==> src/rtl/barcode_pkg.sv <==
// Shared types and constants for the station barcode receiver.
package barcode_pkg;

  typedef enum logic [2:0] {
    IDLE      = 3'd0,
    START     = 3'd1,
    WAIT_FALL = 3'd2,
    SAMPLE    = 3'd3,
    DONE      = 3'd4
  } bc_state_t;

  localparam int ID_BITS     = 8;
  localparam int ID_RSVD_MSB = 7;
  localparam int ID_RSVD_LSB = 6;

  // A station ID is only valid when its two reserved MSBs are clear.
  function automatic logic id_is_valid(input logic [ID_BITS-1:0] id);
    return (id[ID_RSVD_MSB:ID_RSVD_LSB] == 2'b00);
  endfunction

endpackage

==> src/rtl/barcode_id_rx_sync.sv <==
// Two-flop synchronizer for the raw sensor line plus edge detection.
// The line idles high, so everything resets high to avoid a false edge.
module barcode_id_rx_sync (
  input  logic clk,
  input  logic rst,
  input  logic bc,
  output logic bc_s,
  output logic fall,
  output logic rise
);

  logic bc_meta;
  logic bc_prev;

  // Synchronizer chain plus one history flop for edge detection.
  always_ff @(posedge clk) begin
    if (rst) begin
      bc_meta <= 1'b1;
      bc_s    <= 1'b1;
      bc_prev <= 1'b1;
    end else begin
      bc_meta <= bc;
      bc_s    <= bc_meta;
      bc_prev <= bc_s;
    end
  end

  assign fall = bc_prev & ~bc_s;
  assign rise = ~bc_prev & bc_s;

endmodule

==> src/rtl/barcode_id_rx.sv <==
// Station barcode receiver: measures the start-bit low time as the bit
// period, then samples each data bit one period after its falling edge.
module barcode_id_rx
  import barcode_pkg::*;
#(
  parameter int PERIOD_W   = 22,
  parameter int MIN_PERIOD = 8
) (
  input  logic         clk,
  input  logic         rst,
  input  logic         BC,
  input  logic         clr_ID_vld,
  output logic [7:0]   ID,
  output logic         ID_vld,
  output logic         busy
);

  localparam logic [PERIOD_W-1:0] CNT_MAX = '1;
  localparam logic [PERIOD_W-1:0] CNT_MIN = PERIOD_W'(MIN_PERIOD);

  bc_state_t             state, state_nxt;
  logic [PERIOD_W-1:0]   cnt, period_q;
  logic [3:0]            bit_cnt;
  logic [ID_BITS-1:0]    shift_reg;
  logic                  bc_s, fall, rise;
  logic                  cnt_sat;

  // Datapath strobes from the FSM.
  logic cnt_one, cnt_zero, cnt_inc, cap_period, shift_en, load_id;

  barcode_id_rx_sync u_sync (
    .clk  (clk),
    .rst  (rst),
    .bc   (BC),
    .bc_s (bc_s),
    .fall (fall),
    .rise (rise)
  );

  assign cnt_sat = (cnt == CNT_MAX);
  assign busy    = (state != IDLE);

  // State register.
  always_ff @(posedge clk) begin
    if (rst) state <= IDLE;
    else     state <= state_nxt;
  end

  // Next-state and datapath strobes.
  always_comb begin
    state_nxt  = state;
    cnt_one    = 1'b0;
    cnt_zero   = 1'b0;
    cnt_inc    = 1'b0;
    cap_period = 1'b0;
    shift_en   = 1'b0;
    load_id    = 1'b0;
    unique case (state)
      IDLE: begin
        if (fall) begin
          cnt_one   = 1'b1;
          state_nxt = START;
        end
      end
      START: begin
        if (rise) begin
          if (cnt >= CNT_MIN) begin
            cap_period = 1'b1;
            cnt_zero   = 1'b1;
            state_nxt  = WAIT_FALL;
          end else begin
            state_nxt  = IDLE;
          end
        end else if (cnt_sat) begin
          state_nxt = IDLE;
        end else begin
          cnt_inc = 1'b1;
        end
      end
      WAIT_FALL: begin
        if (fall) begin
          cnt_one   = 1'b1;
          state_nxt = SAMPLE;
        end else if (cnt_sat) begin
          state_nxt = IDLE;
        end else begin
          cnt_inc = 1'b1;
        end
      end
      SAMPLE: begin
        // Edges here are ignored; only the period count matters.
        if (cnt == period_q) begin
          shift_en  = 1'b1;
          cnt_zero  = 1'b1;
          state_nxt = (bit_cnt == 4'd7) ? DONE : WAIT_FALL;
        end else begin
          cnt_inc = 1'b1;
        end
      end
      DONE: begin
        load_id   = id_is_valid(shift_reg);
        state_nxt = IDLE;
      end
      default: state_nxt = IDLE;
    endcase
  end

  // Period/bit counters and shift register; counters saturate, never wrap.
  always_ff @(posedge clk) begin
    if (rst) begin
      cnt       <= '0;
      period_q  <= '0;
      bit_cnt   <= '0;
      shift_reg <= '0;
    end else begin
      if (cnt_one)                  cnt <= PERIOD_W'(1);
      else if (cnt_zero)            cnt <= '0;
      else if (cnt_inc && !cnt_sat) cnt <= cnt + 1'b1;
      if (cap_period) begin
        period_q <= cnt;
        bit_cnt  <= '0;
      end else if (shift_en) begin
        bit_cnt  <= bit_cnt + 1'b1;
      end
      if (shift_en) shift_reg <= {shift_reg[ID_BITS-2:0], bc_s};
    end
  end

  // Output ID and sticky valid; a new ID beats a same-cycle clear.
  always_ff @(posedge clk) begin
    if (rst) begin
      ID     <= '0;
      ID_vld <= 1'b0;
    end else begin
      if (load_id) begin
        ID     <= shift_reg;
        ID_vld <= 1'b1;
      end else if (clr_ID_vld) begin
        ID_vld <= 1'b0;
      end
    end
  end

endmodule
==> config.mk <==
export PLATFORM = sky130hd
export DESIGN_NAME = barcode_id_rx
export DESIGN_NICKNAME = d
export VERILOG_FILES = /design/src/rtl/barcode_pkg.sv /design/src/rtl/barcode_id_rx_sync.sv /design/src/rtl/barcode_id_rx.sv
export SDC_FILE = /design/constraint.sdc
export NUM_CORES = 1
export LEC_CHECK = 0
export ABC_AREA = 1
export CAP_MARGIN = 10
export CORE_MARGIN = 1
export CORE_UTILIZATION = 65
export CTS_CLUSTER_SIZE = 24
export DETAILED_ROUTE_END_ITERATION = 10
export GPL_TIMING_DRIVEN = 0
export PLACE_DENSITY = 0.84
export SETUP_SLACK_MARGIN = 0.2
export SYNTH_ARGS = -nofsm -noshare
export SYNTH_HDL_FRONTEND = slang
export SYNTH_SLANG_ARGS = --single-unit
==> constraint.sdc <==
create_clock -name clk -period 5.7 [get_ports clk]
set_input_delay 0.855 -clock clk [delete_from_list [all_inputs] [get_ports clk]]
set_output_delay 0.855 -clock clk [all_outputs]
set_load 0.02 [all_outputs]
# --- Word level (Yosys, flattened, before mapping) ---
# Index checks and enable logic that the tools add are counted.
# W data, S select, Z words.
classes:
  add_sub_neg: 2
  n_lt_le_gt_ge: 1
  eq_ne: 9
  n_mux: 27
  n_bitwise: 4
  reduce_logical: 11
ops:
  columns: ["operator", "n"]
  rows:
  - ["$add A22 B1 Y22 const B", 1]
  - ["$eq A22 B22 Y1", 1]
  - ["$eq A22 B22 Y1 const B", 1]
  - ["$ge A22 B4 Y1 const B", 1]
  - ["$mux W3", 6]
  - ["$mux W1", 17]
  - ["$pmux W3 S4", 1]
  - ["$eq A3 B2 Y1 const B", 2]
  - ["$reduce_bool A3 Y1", 2]
  - ["$add A4 B1 Y4 const B", 1]
  - ["$eq A4 B3 Y1 const B", 1]
  - ["$ne A2 B2 Y1 const B", 2]
  - ["$reduce_or A2 Y1", 2]
  - ["$eq A3 B1 Y1 const B", 1]
  - ["$eq A3 B3 Y1 const B", 1]
  - ["$logic_not A3 Y1", 1]
  - ["$pmux W1 S3", 1]
  - ["$reduce_or A3 Y1", 1]
  - ["$and A1 B1 Y1", 2]
  - ["$logic_not A2 Y1", 1]
  - ["$mux W2", 1]
  - ["$not A1 Y1", 2]
  - ["$pmux W1 S2", 1]
  - ["$reduce_and A2 Y1", 1]
  - ["3 further kinds", 3]
word_totals:
  ff_bits: 71
  in_bits: 4
  out_inout_bits: 10
  word_cells: 65

# --- Longest topological paths before layout ---
depth:
  depth_word: 8
  mapped_depth: 15
  depth_no_buf: 13

# --- Cells and area by module ---
# Synthesis repeated with hierarchy kept, for this count alone.
unflattened:
  hier_cells: 531
  hier_area_um2: 3676.0
modules_own_cells:
  columns: ["mod", "n_inst", "cells_each", "area_each_um2", "seq_area_each_um2"]
  rows:
  - ["barcode_id_rx", 1, 518, 3578.4, 1361.3]
  - ["barcode_id_rx_sync", 1, 13, 97.6, 60.1]

# --- Worst setup path before layout ---
# Ideal clock, no wire load.
synth_timing:
  path_kind: "register to register"
  startpoint: "register cnt[1]"
  endpoint: "register cnt[15]"
  setup_time_ns: 0.116
  arrival_ns: 1.695
  required_ns: 5.584
  path_slack_ns: 3.889
  stages_incl_launch_ff: 14
  path_buffers: 1
  synth_period_minus_slack_ns: 1.811
  path_cell_list: "dfxtp_1 ha_1 nand2_1 nor2_2 nand2_1 nor2_2 nand3_2 o21ai_2 nand2_4 nand2_4 inv_2 buf_2 nand2_1 a21oi_1"
synth_via:
  elab_chain_len: 5
  elab_cells_between_ends: 16
  classes_between: "add/sub: 1; order compare: 1; eq/ne: 2; mux: 9; reduce/logical: 3"
synth_lines:
  columns: ["element", "line_no", "rtl"]
  rows:
  - ["start: declaration", "barcode_id_rx.sv:22", "logic [PERIOD_W-1:0] cnt, period_q;"]
  - ["start signal: assignment", "barcode_id_rx.sv:118", "else if (cnt_inc && !cnt_sat) cnt <= cnt + 1'b1;"]
  - ["$ge A22 B4 Y1 or $eq A22 B22 Y1 (tied branches)", "barcode_id_rx.sv:67, barcode_id_rx.sv:40", null]
  - ["$mux W1, on equally long branches", "barcode_id_rx.sv:67, barcode_id_rx.sv:74, barcode_id_rx.sv:84", null]
  - ["$mux W1, on equally long branches", "barcode_id_rx.sv:66, barcode_id_rx.sv:81", null]
  - ["$pmux W1 S2 or $pmux W1 S3 (tied branches)", "barcode_id_rx.sv:58", "unique case (state)"]
  - ["$reduce_or A3 Y1 (no source line) or $logic_and A1 B1 Y1 (tied branches)", null, null]
# Several ways; a longest one is shown, not always the timed one.
# A chain may end at the register's enable or synchronous reset.

# --- Final worst setup path ---
layout_timing:
  startpoint: "register state[2]"
  endpoint: "output port busy"
layout_via:
  elab_chain_len: 1
layout_lines:
  columns: ["element", "line_no", "rtl"]
  rows:
  - ["start: declaration", "barcode_id_rx.sv:21", "bc_state_t state, state_nxt;"]
  - ["start signal: assignment", "barcode_id_rx.sv:46", "else state <= state_nxt;"]
  - ["$reduce_bool A3 Y1", "barcode_id_rx.sv:41", "assign busy = (state != IDLE);"]
  - ["end: declaration", "barcode_id_rx.sv:15", "output logic busy"]
# No other way between the ends.

==> out/results.md <==
| Metric | Value |
|:---|:---|
| Run status | finished, final reports clean |
| Maximum cell stage delay along the critical path | 0.61 ns |
| Final Hold Vio Count | 0 |
| Number of H-tree levels | 3 |
| Worst clock skew | 0.009443 ns |
| Mapped Cells | 527 |
| Maximum fanout along the worst path | 4 |
| Crit-path slowest cell | sky130_fd_sc_hd__clkdlybuf4s50_1 |
| Standard-cell row count | 26 |
| Source-to-sink clock delay at the later pin of the worst-skew pair | 0.35 ns |
| Global placer's final weighted congestion | 0.9699 |
| Final total negative setup slack | 0 ns |
| Detailed-route wire length | 8224 um |
| Buffer count from post-CTS setup fixing | 0 |
| Overall die height | 76.28 um |
| Synth Cell Area | 3586 um2 |
| Worst hold path endpoint | u_sync.bc_s$_SDFF_PP1_ |
| Signed area change from the synthesized netlist to the final layout | 10.33% |
| Port Buffer Count | 12 |
| Via count normalized by instance count | 5.487 |
| Fraction of final layout cells sized beyond drive strength 1 | 9.567% |
| Final antenna-violating net count | 0 |
| Clock slew at the register clock pins of the worst setup and hold paths | 0.07 ns |
| Filler Cells Inserted | 406 |
| Via count of the first global-routing pass | 3,160 |
| Die footprint | 5818 um2 |
| Number of cells on the worst reg-to-reg path | 13 |
| Slew margin rel. | 60.97% |
| Clock root buffer master | sky130_fd_sc_hd__clkbuf_8 |
| Number of DRC markers after the initial detailed-route iteration | 363 |
| Yosys warning total | 0 |
| N_diodes | 0 |
| Final layout net count | 557 |
| Data arrival at the endpoint of the critical path | 1.52 ns |
| Tcrit/Tclk final | 41.74% |
| Utilization of the core after routing | 76.01% |
| Max-slew violation total from the final report | 0 |
| Worst EP required | 4.85 ns |
| Half-perimeter wire length after detailed placement | 5955 um |
| Unrepaired setup endpoints after global routing | false |
| Hold Path Origin | u_sync.bc_meta$_SDFF_PP1_ |
| Highest attainable clock frequency | 0.4203 GHz |
| Top Ports | 14 |
| Ordered list of cells on the worst path | inv_1 -> nand2_1 -> clkdlybuf4s50_1 |
| Largest regs | cnt x22, period_q x22 |
| Initial Utilization | 68.89% |
| Final hold slack | 0.4126 ns |
| Routed len/inst | 13.18 um |
| Number of violations of the max-capacitance limit | 0 |
| Post-layout min period | 2.379 ns |
| Hold Path Stages | 1 |
| Synthesis-stage register bit count | 71 |
| Quantity of gates resized following cts | 0 |
| Net Count, Synth | 534 |
| Pin count of the biggest net entering global routing | 13 |
| Type of element capturing the critical path | output port |
| Number of antenna violations at the first check in global routing | 0 |
| Unique cell type count in the Yosys netlist | 33 |
| Power density relative to cell area | 224.9 nW/um2 |
| Crit Reg-Reg Startpoint | cnt[1]$_SDFFE_PP0P_ |
| Type of the worst min-delay path | flip-flop to flip-flop |
| All-layer global routing usage | 30.75% |
| Core footprint | 5205 um2 |
| Setup-violating endpoint count in the final report | 0 |
| Class of the most critical setup path | flip-flop to output port |
| Total number of vias | 3,424 |
| Sum of overflow across all layers after global routing | 0 |
| Fraction of the yosys area taken by sequential cells | 39.64% |
| Mean post-synth cell area | 6.804 um2 |
| Number of iterations in the first detailed-routing pass | 8 |
| Crit Reg-Reg Endpoint | cnt[5]$_SDFFE_PP0P_ |
| Worst setup slack for register-to-register paths | 3.44 ns |
| Global-route wire length before repair | 14,020 um |
| Number of remaining DRC errors | 0 |
| Max VDD drop | 0.2360 mV |
| Startpoint Class | flip-flop |
| Cts-stage hold buffer count | 0 |
| TritonCTS sink count | 71 |
| Width of the chip | 76.28 um |
| Clock Tree Buf Depth | 2 |
| Number of CTS-inserted buffers | 9 |
| Clock tree from TritonCTS | built |
| Lkg Pwr | 1.553 nW |
| Transition time at the pin with the least slew margin | 0.5855 ns |
## how the worst max path moves through the flow
| stage | cells after the start | slack (ns) | startpoint | to |
|---|---|---|---|---|
| 4_1_cts | 3 | 3.30 | state[2]$_SDFFE_PP0P_ | busy |
| 6_report | 3 | 3.32 | state[2]$_SDFFE_PP0P_ | busy |
| 3_3_place_gp | 13 | 3.48 | cnt[1]$_SDFFE_PP0P_ | cnt[11]$_SDFFE_PP0P_ |
| 5_1_grt | 13 | 3.22 | cnt[1]$_SDFFE_PP0P_ | cnt[21]$_SDFFE_PP0P_ |
| 3_5_place_dp | 13 | 3.48 | cnt[1]$_SDFFE_PP0P_ | cnt[17]$_SDFFE_PP0P_ |
| 2_1_floorplan | 13 | 3.89 | cnt[1]$_SDFFE_PP0P_ | cnt[15]$_SDFFE_PP0P_ |
## per-stage QoR
| step | instance area, um2 | total power [mW] | worst slack (ns) | instances |
|---|---|---|---|---|
| 5_1_grt | 3956 | 0.9238 | 3.217 | 624 |
| 3_3_place_gp | 3794 | 0.5541 | 3.476 | 609 |
| 3_5_place_dp | 3794 | 0.5551 | 3.477 | 609 |
| 4_1_cts | 3956 | 0.8936 | 3.305 | 624 |
| 6_report | 3956 | 0.8899 | 3.321 | 624 |
| 2_1_floorplan | 3586 | 0.5433 | 3.889 | 527 |
## routing by layer
metal	vias to the layer above	wire length (um)	global-route usage, %
met4	0	191	15.38
met3	18	514	5.749
met2	129	3752	49.55
met5	-	0	0
met1	1535	3765	39.38
li1	1742	-	-
## cell usage in the layout, fill, tap and decap left out, types with 9 or more instances in the layout
master,n
sky130_fd_sc_hd__clkbuf_1,9
sky130_fd_sc_hd__o21ai_0,49
sky130_fd_sc_hd__nand2_1,126
sky130_fd_sc_hd__a21oi_1,49
sky130_fd_sc_hd__inv_2,12
sky130_fd_sc_hd__clkbuf_8,9
sky130_fd_sc_hd__nand4_1,13
sky130_fd_sc_hd__nand3_1,16
sky130_fd_sc_hd__nor3_1,15
sky130_fd_sc_hd__nor2_1,54
sky130_fd_sc_hd__xor2_1,15
sky130_fd_sc_hd__inv_1,57
sky130_fd_sc_hd__dfxtp_1,71
sky130_fd_sc_hd__clkdlybuf4s50_1,12
## report_power, final
group | internal [mW] | leakage [nW] | switching, mW | total, mW
combinational | 0.0157 | 0.900 | 0.0298 | 0.0455
clock | 0.154 | 0.0809 | 0.192 | 0.346
sequential | 0.498 | 0.572 | 0.00131 | 0.499
## cells by family after synthesis
group / synth area share [%]
compound gates: 15.00
xor+xnor: 4.152
fa+ha+maj: 1.047
buf+inv: 10.71
flops: 39.64
simple gates: 29.45
## area by class of cell
cell class                 instances  area (um2)  area share (%)
buffer                            20       121.4           3.068
clock buffer                       9       123.9           3.131
clock inverter                     6       38.79          0.9804
inverter                          70       262.8           6.641
multi-input combinational        366        1780           45.00
sequential                        71        1421           35.93
tap                               70       87.58           2.214
timing repair buffer              12       120.1           3.036
## cell usage after synthesis
library cell / count / area [um2]
sky130_fd_sc_hd__xor2_1: 15 / 131.4
sky130_fd_sc_hd__dfxtp_1: 71 / 1421
sky130_fd_sc_hd__a21oi_2: 1 / 8.760
sky130_fd_sc_hd__nor3_2: 1 / 10.01
sky130_fd_sc_hd__a21boi_0: 1 / 7.510
sky130_fd_sc_hd__clkbuf_1: 9 / 33.78
sky130_fd_sc_hd__buf_2: 4 / 20.02
sky130_fd_sc_hd__o21a_1: 1 / 7.510
sky130_fd_sc_hd__nand3_2: 2 / 20.02
sky130_fd_sc_hd__inv_1: 57 / 214.0
sky130_fd_sc_hd__ha_1: 3 / 37.54
sky130_fd_sc_hd__o21ai_2: 1 / 8.760
sky130_fd_sc_hd__buf_6: 4 / 45.04
sky130_fd_sc_hd__nand2_2: 2 / 12.51
sky130_fd_sc_hd__nand3_1: 16 / 80.08
sky130_fd_sc_hd__inv_2: 12 / 45.04
sky130_fd_sc_hd__nand2_1: 126 / 473.0
sky130_fd_sc_hd__nor2_2: 3 / 18.77
sky130_fd_sc_hd__nand2_4: 2 / 22.52
sky130_fd_sc_hd__buf_4: 3 / 22.52
sky130_fd_sc_hd__and3_1: 1 / 6.260
sky130_fd_sc_hd__or2_2: 2 / 12.51
sky130_fd_sc_hd__o211ai_1: 1 / 7.510
sky130_fd_sc_hd__nor3_1: 15 / 75.07
sky130_fd_sc_hd__nor4_1: 4 / 25.02
sky130_fd_sc_hd__o21ai_0: 49 / 245.2
sky130_fd_sc_hd__nor2_1: 54 / 202.7
sky130_fd_sc_hd__clkinv_1: 1 / 3.750
sky130_fd_sc_hd__nor3_4: 1 / 16.27
sky130_fd_sc_hd__xnor2_1: 2 / 17.52
sky130_fd_sc_hd__nand4_1: 13 / 81.33
sky130_fd_sc_hd__a21oi_1: 49 / 245.2
sky130_fd_sc_hd__a21o_1: 1 / 7.510
## critical path, delay by kind of cell (launching register included)
kind / cells / cell delay (ns)
buffers and inverters: 2 / 0.69
flip-flops: 1 / 0.38
AND/OR/NAND/NOR: 1 / 0.10
No activity file was read; power rests on OpenSTA's default activity.
